$ cat src/rtl/alu_pkg.sv
// -----------------------------------------------------------------------------
// alu_pkg
// Shared definitions for the pipelined ALU: opcode enumeration, opcode width,
// flag bit positions and an opcode legality helper.
// Used by alu_pipe_core (combinational datapath) and alu_pipe (pipeline top).
// Optional feature macro: ALU_PIPE_FLAGS_EN (flags_o port and flag logic).
// -----------------------------------------------------------------------------
package alu_pkg;

    localparam int ALU_OP_W = 4;

    // Opcode space: 0..10 assigned, 11..15 produce an illegal-op result.
    typedef enum logic [ALU_OP_W-1:0] {
        ADD  = 4'd0,
        SUB  = 4'd1,
        SLL  = 4'd2,
        SRL  = 4'd3,
        SRA  = 4'd4,
        AND  = 4'd5,
        OR   = 4'd6,
        XOR  = 4'd7,
        EQ   = 4'd8,
        SLT  = 4'd9,
        SLTU = 4'd10
    } alu_op_e;

    // Bit positions inside the {V,C,N,Z} flag vector.
    localparam int FLAG_Z = 0;
    localparam int FLAG_N = 1;
    localparam int FLAG_C = 2;
    localparam int FLAG_V = 3;

    // True for every opcode that has a defined operation.
    function automatic logic alu_op_legal(input logic [ALU_OP_W-1:0] op);
        return (op <= 4'd10);
    endfunction

endpackage : alu_pkg

$ cat src/rtl/alu_pipe_core.sv
// -----------------------------------------------------------------------------
// alu_pipe_core
// Purely combinational ALU datapath sitting between the operand stage (S1) and
// the result stage (S2) of alu_pipe.
// Ports:
//   a_i, b_i   [WIDTH]  operands (shifts use b_i[SHW-1:0])
//   op_i       alu_op_e opcode
//   result_o   [WIDTH]  operation result (0 for unassigned opcodes)
//   illegal_o  1        opcode is unassigned
//   flags_o    [4]      {V,C,N,Z}; only built with ALU_PIPE_FLAGS_EN
// -----------------------------------------------------------------------------
module alu_pipe_core
    import alu_pkg::*;
#(
    parameter int WIDTH = 8
) (
    input  logic [WIDTH-1:0] a_i,
    input  logic [WIDTH-1:0] b_i,
    input  alu_op_e          op_i,
    output logic [WIDTH-1:0] result_o,
    output logic             illegal_o
`ifdef ALU_PIPE_FLAGS_EN
    ,
    output logic [3:0]       flags_o
`endif
);

    localparam int SHW = $clog2(WIDTH);

    logic [SHW-1:0]   sh_s;
    logic [WIDTH-1:0] sum_s;
    logic [WIDTH-1:0] diff_s;

    assign sh_s   = b_i[SHW-1:0];
    assign sum_s  = a_i + b_i;
    assign diff_s = a_i - b_i;

    // Opcode legality, independent of the result mux.
    assign illegal_o = ~alu_op_legal(op_i);

    // Result mux; compares are zero-extended single-bit results.
    always_comb begin
        result_o = {WIDTH{1'b0}};
        case (op_i)
            ADD:     result_o = sum_s;
            SUB:     result_o = diff_s;
            SLL:     result_o = a_i << sh_s;
            SRL:     result_o = a_i >> sh_s;
            SRA:     result_o = $signed(a_i) >>> sh_s;
            AND:     result_o = a_i & b_i;
            OR:      result_o = a_i | b_i;
            XOR:     result_o = a_i ^ b_i;
            EQ:      result_o = {{(WIDTH-1){1'b0}}, (a_i == b_i)};
            SLT:     result_o = {{(WIDTH-1){1'b0}}, ($signed(a_i) < $signed(b_i))};
            SLTU:    result_o = {{(WIDTH-1){1'b0}}, (a_i < b_i)};
            default: result_o = {WIDTH{1'b0}};
        endcase
    end

`ifdef ALU_PIPE_FLAGS_EN
    logic a_msb_s;
    logic b_msb_s;
    logic add_carry_s;
    logic add_ovf_s;
    logic sub_ovf_s;

    assign a_msb_s = a_i[WIDTH-1];
    assign b_msb_s = b_i[WIDTH-1];

    // Carry out of the top bit, recovered from operand and sum MSBs.
    assign add_carry_s = (a_msb_s & b_msb_s) | ((a_msb_s | b_msb_s) & ~sum_s[WIDTH-1]);
    // Overflow: like-signed operands for ADD (unlike for SUB) yielding a sign flip.
    assign add_ovf_s   = (a_msb_s == b_msb_s) & (sum_s[WIDTH-1]  != a_msb_s);
    assign sub_ovf_s   = (a_msb_s != b_msb_s) & (diff_s[WIDTH-1] != a_msb_s);

    // Status flags; all zero for unassigned opcodes.
    always_comb begin
        flags_o = 4'b0000;
        if (illegal_o) begin
            flags_o = 4'b0000;
        end else begin
            flags_o[FLAG_Z] = (result_o == {WIDTH{1'b0}});
            flags_o[FLAG_N] = result_o[WIDTH-1];
            case (op_i)
                ADD: begin
                    flags_o[FLAG_C] = add_carry_s;
                    flags_o[FLAG_V] = add_ovf_s;
                end
                SUB: begin
                    // C is the borrow: a < b unsigned.
                    flags_o[FLAG_C] = (a_i < b_i);
                    flags_o[FLAG_V] = sub_ovf_s;
                end
                default: begin
                    flags_o[FLAG_C] = 1'b0;
                    flags_o[FLAG_V] = 1'b0;
                end
            endcase
        end
    end
`endif

endmodule : alu_pipe_core

$ cat src/rtl/alu_pipe.sv
// -----------------------------------------------------------------------------
// alu_pipe
// Two-stage pipelined ALU with valid/ready handshakes on input and output.
// S1 registers operands and opcode; S2 registers the alu_pipe_core result.
// Only handshake, pipeline registers and reset live here.
// Ports:
//   clk, reset_n      clock, synchronous active-low reset
//   in_valid_i/in_ready_o, a_i, b_i, op_i     operand side
//   out_valid_o/out_ready_i, result_o, illegal_op_o   result side
//   flags_o [4]       {V,C,N,Z}; present only with ALU_PIPE_FLAGS_EN
// Optional feature macro: ALU_PIPE_FLAGS_EN.
// -----------------------------------------------------------------------------
module alu_pipe
    import alu_pkg::*;
#(
    parameter int WIDTH = 8
) (
    input  logic                clk,
    input  logic                reset_n,
    input  logic                in_valid_i,
    output logic                in_ready_o,
    input  logic [WIDTH-1:0]    a_i,
    input  logic [WIDTH-1:0]    b_i,
    input  logic [ALU_OP_W-1:0] op_i,
    output logic                out_valid_o,
    input  logic                out_ready_i,
    output logic [WIDTH-1:0]    result_o,
    output logic                illegal_op_o
`ifdef ALU_PIPE_FLAGS_EN
    ,
    output logic [3:0]          flags_o
`endif
);

    // Stage 1: operand registers.
    logic             s1_valid_q, s1_valid_d;
    logic [WIDTH-1:0] s1_a_q,     s1_a_d;
    logic [WIDTH-1:0] s1_b_q,     s1_b_d;
    alu_op_e          s1_op_q,    s1_op_d;

    // Stage 2: result registers.
    logic             s2_valid_q,   s2_valid_d;
    logic [WIDTH-1:0] s2_result_q,  s2_result_d;
    logic             s2_illegal_q, s2_illegal_d;

    logic             s1_adv_s;
    logic             in_ready_s;
    logic             s1_load_s;
    logic             s2_load_s;
    logic [WIDTH-1:0] core_result_s;
    logic             core_illegal_s;

`ifdef ALU_PIPE_FLAGS_EN
    logic [3:0]       s2_flags_q, s2_flags_d;
    logic [3:0]       core_flags_s;
`endif

    // S1 may hand over whenever S2 is empty or is being drained this cycle.
    assign s1_adv_s   = ~s2_valid_q | out_ready_i;
    assign in_ready_s = ~s1_valid_q | s1_adv_s;
    assign s1_load_s  = in_valid_i & in_ready_s;
    assign s2_load_s  = s1_valid_q & s1_adv_s;

    alu_pipe_core #(
        .WIDTH (WIDTH)
    ) u_core (
        .a_i       (s1_a_q),
        .b_i       (s1_b_q),
        .op_i      (s1_op_q),
        .result_o  (core_result_s),
        .illegal_o (core_illegal_s)
`ifdef ALU_PIPE_FLAGS_EN
        ,
        .flags_o   (core_flags_s)
`endif
    );

    // S1 next state: load on accept, empty when it hands over with no refill.
    always_comb begin
        s1_valid_d = s1_valid_q;
        s1_a_d     = s1_a_q;
        s1_b_d     = s1_b_q;
        s1_op_d    = s1_op_q;
        if (s1_load_s) begin
            s1_valid_d = 1'b1;
            s1_a_d     = a_i;
            s1_b_d     = b_i;
            s1_op_d    = alu_op_e'(op_i);
        end else if (s1_adv_s) begin
            s1_valid_d = 1'b0;
        end else begin
            s1_valid_d = s1_valid_q;
        end
    end

    // S2 next state: load from S1, retire on out_ready_i, otherwise hold.
    always_comb begin
        s2_valid_d   = s2_valid_q;
        s2_result_d  = s2_result_q;
        s2_illegal_d = s2_illegal_q;
`ifdef ALU_PIPE_FLAGS_EN
        s2_flags_d   = s2_flags_q;
`endif
        if (s2_load_s) begin
            s2_valid_d   = 1'b1;
            s2_result_d  = core_result_s;
            s2_illegal_d = core_illegal_s;
`ifdef ALU_PIPE_FLAGS_EN
            s2_flags_d   = core_flags_s;
`endif
        end else if (out_ready_i) begin
            s2_valid_d = 1'b0;
        end else begin
            s2_valid_d = s2_valid_q;
        end
    end

    // Pipeline registers; data is cleared on reset so outputs never go X.
    always_ff @(posedge clk) begin
        if (!reset_n) begin
            s1_valid_q   <= 1'b0;
            s1_a_q       <= {WIDTH{1'b0}};
            s1_b_q       <= {WIDTH{1'b0}};
            s1_op_q      <= ADD;
            s2_valid_q   <= 1'b0;
            s2_result_q  <= {WIDTH{1'b0}};
            s2_illegal_q <= 1'b0;
`ifdef ALU_PIPE_FLAGS_EN
            s2_flags_q   <= 4'b0000;
`endif
        end else begin
            s1_valid_q   <= s1_valid_d;
            s1_a_q       <= s1_a_d;
            s1_b_q       <= s1_b_d;
            s1_op_q      <= s1_op_d;
            s2_valid_q   <= s2_valid_d;
            s2_result_q  <= s2_result_d;
            s2_illegal_q <= s2_illegal_d;
`ifdef ALU_PIPE_FLAGS_EN
            s2_flags_q   <= s2_flags_d;
`endif
        end
    end

    assign in_ready_o   = in_ready_s;
    assign out_valid_o  = s2_valid_q;
    assign result_o     = s2_result_q;
    assign illegal_op_o = s2_illegal_q;
`ifdef ALU_PIPE_FLAGS_EN
    assign flags_o      = s2_flags_q;
`endif

endmodule : alu_pipe

$ cat config.mk
export PLATFORM = sky130hd
export DESIGN_NAME = alu_pipe
export DESIGN_NICKNAME = d
export VERILOG_FILES = /design/src/rtl/alu_pkg.sv /design/src/rtl/alu_pipe_core.sv /design/src/rtl/alu_pipe.sv
export SDC_FILE = /design/constraint.sdc
export NUM_CORES = 1
export LEC_CHECK = 0
export ABC_CLOCK_PERIOD_IN_PS = 2300
export CAP_MARGIN = 20
export CORE_MARGIN = 2
export CORE_UTILIZATION = 35
export CTS_CLUSTER_SIZE = 8
export DETAILED_ROUTE_END_ITERATION = 10
export PLACE_DENSITY = 0.61
export SYNTH_ARGS = -nofsm -noshare
export SYNTH_HDL_FRONTEND = slang
export SYNTH_SLANG_ARGS = --single-unit
$ cat constraint.sdc
create_clock -name clk -period 2.3 [get_ports clk]
set_input_delay 0.345 -clock clk [delete_from_list [all_inputs] [get_ports clk]]
set_output_delay 0.345 -clock clk [all_outputs]
set_load 0.005 [all_outputs]
* Word level (Yosys, flattened, before mapping)
Cells that the tools add are included.
Operators by class: reductions and logical operators 3, bitwise logic cells 10, equal/unequal tests 11, magnitude comparators 3, multiplexer cells 5, add/sub/neg operators 2, shift operators 3
Operators by type and width (count):
- $pmux 8 s11 | 1
- $eq 4x3->1 const B | 4
- $lt 8x8->1 | 2
- $eq 4x4->1 const B | 3
- $add 8x8->8 | 1
- $and 8x8->8 | 1
- $eq 4x2->1 const B | 2
- $eq 8x8->1 | 1
- $or 8x8->8 | 1
- $shl 8x3->8 | 1
- $shr 8x3->8 | 1
- $sshr 8x3->8 | 1
- $sub 8x8->8 | 1
- $xor 8x8->8 | 1
- $eq 4x1->1 const B | 1
- $le 4x4->1 const B | 1
- $logic_not 4->1 | 1
- $mux 1 | 4
- $reduce_bool 2->1 | 2
- $not 1->1 | 3
- $and 1x1->1 | 2
- $or 1x1->1 | 2
Storage, ports and cells: word-level logic and storage cells 44, output and inout port bits 11, register bits 31, bits of input ports 24

* Depth between registers and ports, before layout
Gate-level depths: netlist of run 1.
depth after elaboration 5, depth in mapped cells 10, depth with buffers taken out 9

* Hierarchy
Synthesis of run 1 repeated with hierarchy kept, for this count alone.
Second synthesis, totals: cells, all modules 380, area total of the unflattened synthesis 3146.8 µm²
By module, submodules not included:
- alu_pipe_core | area each 1898.1 µm², cells an instance 243, instances 1, seq. area each 0.0 µm²
- alu_pipe | area each 1248.7 µm², cells an instance 137, instances 1, seq. area each 620.6 µm²

* Worst setup path after synthesis of run 1
No wires, ideal clock.
kind register -> register, from register s1_b_q[1], to register s2_result_q[7], in the netlist result_o[7], data arrival time 2271 ps, slack -62 ps, cell stages (with the launch flop) 10, required time 2209 ps, path buffers 1, setup time 91 ps, clock period less this slack 2362 ps, cells stage by stage dfxtp_1 > buf_2 > clkinv_1 > ha_1 > a211oi_1 > nor2_1 > o41ai_1 > mux2i_1 > nand2_1 > a311oi_1
Between the ends: cells in the longest elaborated chain, start to end 2, elaborated cells between the ends (all ways) 6, those cells by class 2 x add/sub; 3 x shift; 1 x mux
RTL lines:
- start: declaration | RTL line alu_pipe.sv:38 | logic [WIDTH-1:0] s1_b_q, s1_b_d;
- start signal: assignment | RTL line alu_pipe.sv:123 | s1_b_q <= {WIDTH{1'b0}};
- $sub 8x8->8 (tied with other cells) | RTL line alu_pipe_core.sv:36 | assign diff_s = a_i - b_i;
- $pmux 8 s11 (*) | RTL line alu_pipe_core.sv:44 | case (op_i)
- end signal: assignment | RTL line alu_pipe.sv:126 | s2_result_q <= {WIDTH{1'b0}};
- end signal: assignment | RTL line alu_pipe.sv:137 | s2_result_q <= s2_result_d;
- end: declaration | RTL line alu_pipe.sv:43 | logic [WIDTH-1:0] s2_result_q, s2_result_d;
Every way passes the cells marked *; elsewhere a longest branch is shown, timed or not. A chain may end at the register's enable or synchronous reset.

* Final worst setup path of run 1
from register s1_b_q[0], to register s2_result_q[6], in the netlist result_o[6]
Same word-level chain as after synthesis.

==> flow_summary.json, run 1 <==
{
  "status": "complete, no violations",
  "cts_buffer_depth": 2,
  "num_antenna_cells": 0,
  "place_congestion": 0.965,
  "wl_met1_mm": 4.14,
  "die_h_um": 97.0,
  "first_pass_iters": 5,
  "clk_latency_ns": 0.29,
  "fmax_ghz": 0.467,
  "track_usage_pct": 19.0,
  "initial_core_util_pct": 36.4,
  "slew_viol_final": 0,
  "numCtsBuffers": 5,
  "drv_cap": 0,
  "mostFrequentLayoutCells": "nand2_1 (67), clkdlybuf4s50_1 (34), dfxtp_1 (29), buf_4 (26), o21ai_0 (25)",
  "postCtsResizedCells": 0,
  "grt_overflow": 0,
  "period_needed_ns": 2.14,
  "start_kind": "flop",
  "dieArea_um2": 9400,
  "avgSynthCellArea_um2": 7.79,
  "wirelength_mm": 8.93,
  "synthesis.area_um2": 3020,
  "rsz0062_at_grt": "false",
  "antenna_found_initial": 0,
  "whs_path_depth": 2,
  "skew_ns": 0.00681,
  "pin_count": 35,
  "final_util_pct": 44.4,
  "synth_nets": 439,
  "drc": 0,
  "internal_power_mw": 1.10,
  "ff2ff_path_depth": 8,
  "hold_viol": 0,
  "top_layer_used": "met4",
  "layout-drive-gt1-share_pct": 12.6,
  "critical_path_required_ns": 2.46,
  "place.port_buffers": 34,
  "grt_max_degree": 24,
  "combPwrFrac_pct": 33.4,
  "h-tree-depth": 2,
  "ant_nets": 0,
  "synth-edff-count": 0,
  "ys_ff_latch": 31,
  "synth_top_flop_cell": "dfxtp_1",
  "cts_tree": "yes",
  "yosysSeqAreaShare_pct": 20.5,
  "rows": 33,
  "multi_input_area_um2": 2190,
  "setup_tns_ns": 0,
  "setup_viol": 0,
  "regArea_um2": 623,
  "grt_pass1_vias": 2710,
  "async_reset_ff_share_pct": 0,
  "synthCells": 388,
  "layout_commonest_cell": "nand2_1",
  "vias": 2968,
  "met3WireLength_um": 633,
  "yosys_warnings": 0,
  "clock_power_share_pct": 30.0,
  "seq_power_share_pct": 36.6,
  "switchingPower_mw": 0.545,
  "yosysTopAreaCell": "dfxtp_1",
  "wl_met2_mm": 4.06,
  "fillers": 825,
  "hpwl_mm": 6.93,
  "yosys-top-cells-area": "dfxtp_1 (21%), ha_1 (10%), nand2_1 (8.3%)",
  "yosysTopAreaCellShare_pct": 20.5,
  "fin_crit_sh_pct": 93.2,
  "core_region_area_um2": 8300,
  "area_delta_synth_final_pct": 21.9,
  "p_leak_nw": 1.45,
  "die_w_um": 97.0,
  "root_buffer": "clkbuf_8",
  "cts.sinks": 31,
  "ir_drop_v": 0.000286,
  "swShare_pct": 33.2,
  "fin_nets": 478,
  "post_cts_buffers": 0,
  "relSlewSlack_pct": 68.7,
  "drtIter0Drc": 222,
  "critPathKind": "reg2reg",
  "path_max_fanout": 4,
  "synth_cell_type_count": 67,
  "holdCritPathClass": "reg2reg",
  "viasPerCell": 5.57,
  "cp-end-kind": "flop",
  "p_per_area_nw_per_um2": 445,
  "cts_hold_buf": 0,
  "grt_first_pass_wirelength_mm": 14.5,
  "cts.clk_slew.worst_paths_ns": 0.07,
  "timing_worst_slew_pin_value_ns": 0.468,
  "wl_per_cell_um": 16.8,
  "cp.arrival_ns": 2.30
}
[Yosys cell counts (2+ instances only)]
| master | instances |
|---|---|
| nand3_1 | 9 |
| a221oi_1 | 3 |
| buf_6 | 2 |
| clkbuf_1 | 13 |
| dfxtp_1 | 31 |
| nand4_1 | 2 |
| nand3b_1 | 3 |
| o21bai_1 | 3 |
| o22ai_1 | 3 |
| mux4_2 | 3 |
| a21o_1 | 2 |
| nor3_1 | 3 |
| fa_1 | 2 |
| o21ai_0 | 25 |
| nand2b_1 | 11 |
| o211ai_1 | 4 |
| o41ai_1 | 3 |
| and2_1 | 6 |
| buf_2 | 10 |
| a21boi_0 | 17 |
| mux2i_1 | 5 |
| nor2_1 | 18 |
| ha_1 | 25 |
| nand2_1 | 67 |
| a22o_1 | 2 |
| o31ai_1 | 2 |
| inv_1 | 24 |
| a211oi_1 | 7 |
| a21oi_1 | 21 |
| nor2b_1 | 4 |
| nor4b_1 | 3 |
| a22oi_1 | 6 |
| and3_1 | 4 |
| xnor2_1 | 6 |
| nor3b_1 | 2 |
| mux4_1 | 6 |
[final cells by class]
type,instances,area share [%]
multi-input cells,303,59.4
inverters,25,2.58
clock buffers,8,2.72
flip-flops and latches,31,16.9
repair buffers,61,14.8
well taps,105,3.56
[stage by stage]
step / hold slack [ns] / total power [mW] / cells / cell area, um2 / setup WS, ns
floorplan: 0.449 / 0.959 / 388 / 3030 / 0.0267
global route: 0.477 / 1.74 / 533 / 3690 / 0.00863
CTS: 0.465 / 1.63 / 533 / 3650 / 0.00629
finish: 0.459 / 1.64 / 533 / 3690 / 0.157
global placement: 0.438 / 1.14 / 525 / 3550 / 0.0745
detailed placement: 0.449 / 1.15 / 525 / 3550 / 0.0217
[critical path, cell delays in order, from the launching register on]
cell,delay (ns)
dfxtp_1,0.34
ha_2,0.23
fa_1,0.44
a211oi_2,0.25
o21bai_1,0.13
a21oi_1,0.20
xnor2_1,0.08
a22oi_1,0.22
a21oi_1,0.11
[routing by layer]
metal | vias up | GRT usage (%)
li1 | 1452 | -
met1 | 1396 | 27.5
met2 | 110 | 29.3
met3 | 10 | 3.97
met4 | 0 | 3.47
met5 | - | 0
[power groups by stage]
stage / combinational, mW / sequential, mW / clock, mW
2_1_floorplan: 0.353 / 0.606 / 0
3_3_place_gp: 0.534 / 0.611 / 0
3_5_place_dp: 0.536 / 0.612 / 0
4_1_cts: 0.537 / 0.600 / 0.498
5_1_grt: 0.611 / 0.604 / 0.528
6_report: 0.549 / 0.600 / 0.493
[registers in the layout, summed over array words and instances (netlist names)]
name	count
s1_valid_q	1
s1_op_q	4
illegal_op_o	1
s1_b_q	8
out_valid_o	1
result_o	8
s1_a_q	8
[path summary, 6_finish.rpt]
kind	end	slack, ns	from
max	result_o[6]$_SDFFE_PN0P_	0.16	s1_b_q[0]$_SDFFE_PN0P_
min	result_o[2]$_SDFFE_PN0P_	0.46	result_o[2]$_SDFFE_PN0P_
max reg2reg	result_o[6]$_SDFFE_PN0P_	0.16	s1_b_q[0]$_SDFFE_PN0P_
min reg2reg	result_o[2]$_SDFFE_PN0P_	0.46	result_o[2]$_SDFFE_PN0P_
[cell families after synthesis]
kind of cell,Yosys count,share of synthesized area (%)
flops,31,20.5
buf+inv,54,7.90
xor+xnor,7,2.03
mux,16,9.85
compound gates,112,25.1
fa+ha+maj,27,11.7
simple gates,141,23.0
No activity file was read; power rests on OpenSTA's default activity.
==> run 2, diff against run 1 <==
--- a/config.mk
+++ b/config.mk
@@ -11,6 +11,7 @@
 export CORE_UTILIZATION = 35
 export CTS_CLUSTER_SIZE = 8
 export DETAILED_ROUTE_END_ITERATION = 10
+export GPL_TIMING_DRIVEN = 1
 export PLACE_DENSITY = 0.61
 export SYNTH_ARGS = -nofsm -noshare
 export SYNTH_HDL_FRONTEND = slang
==> results of run 2 <==
No change in the layout: final DEF, timing and power equal those of run 1.
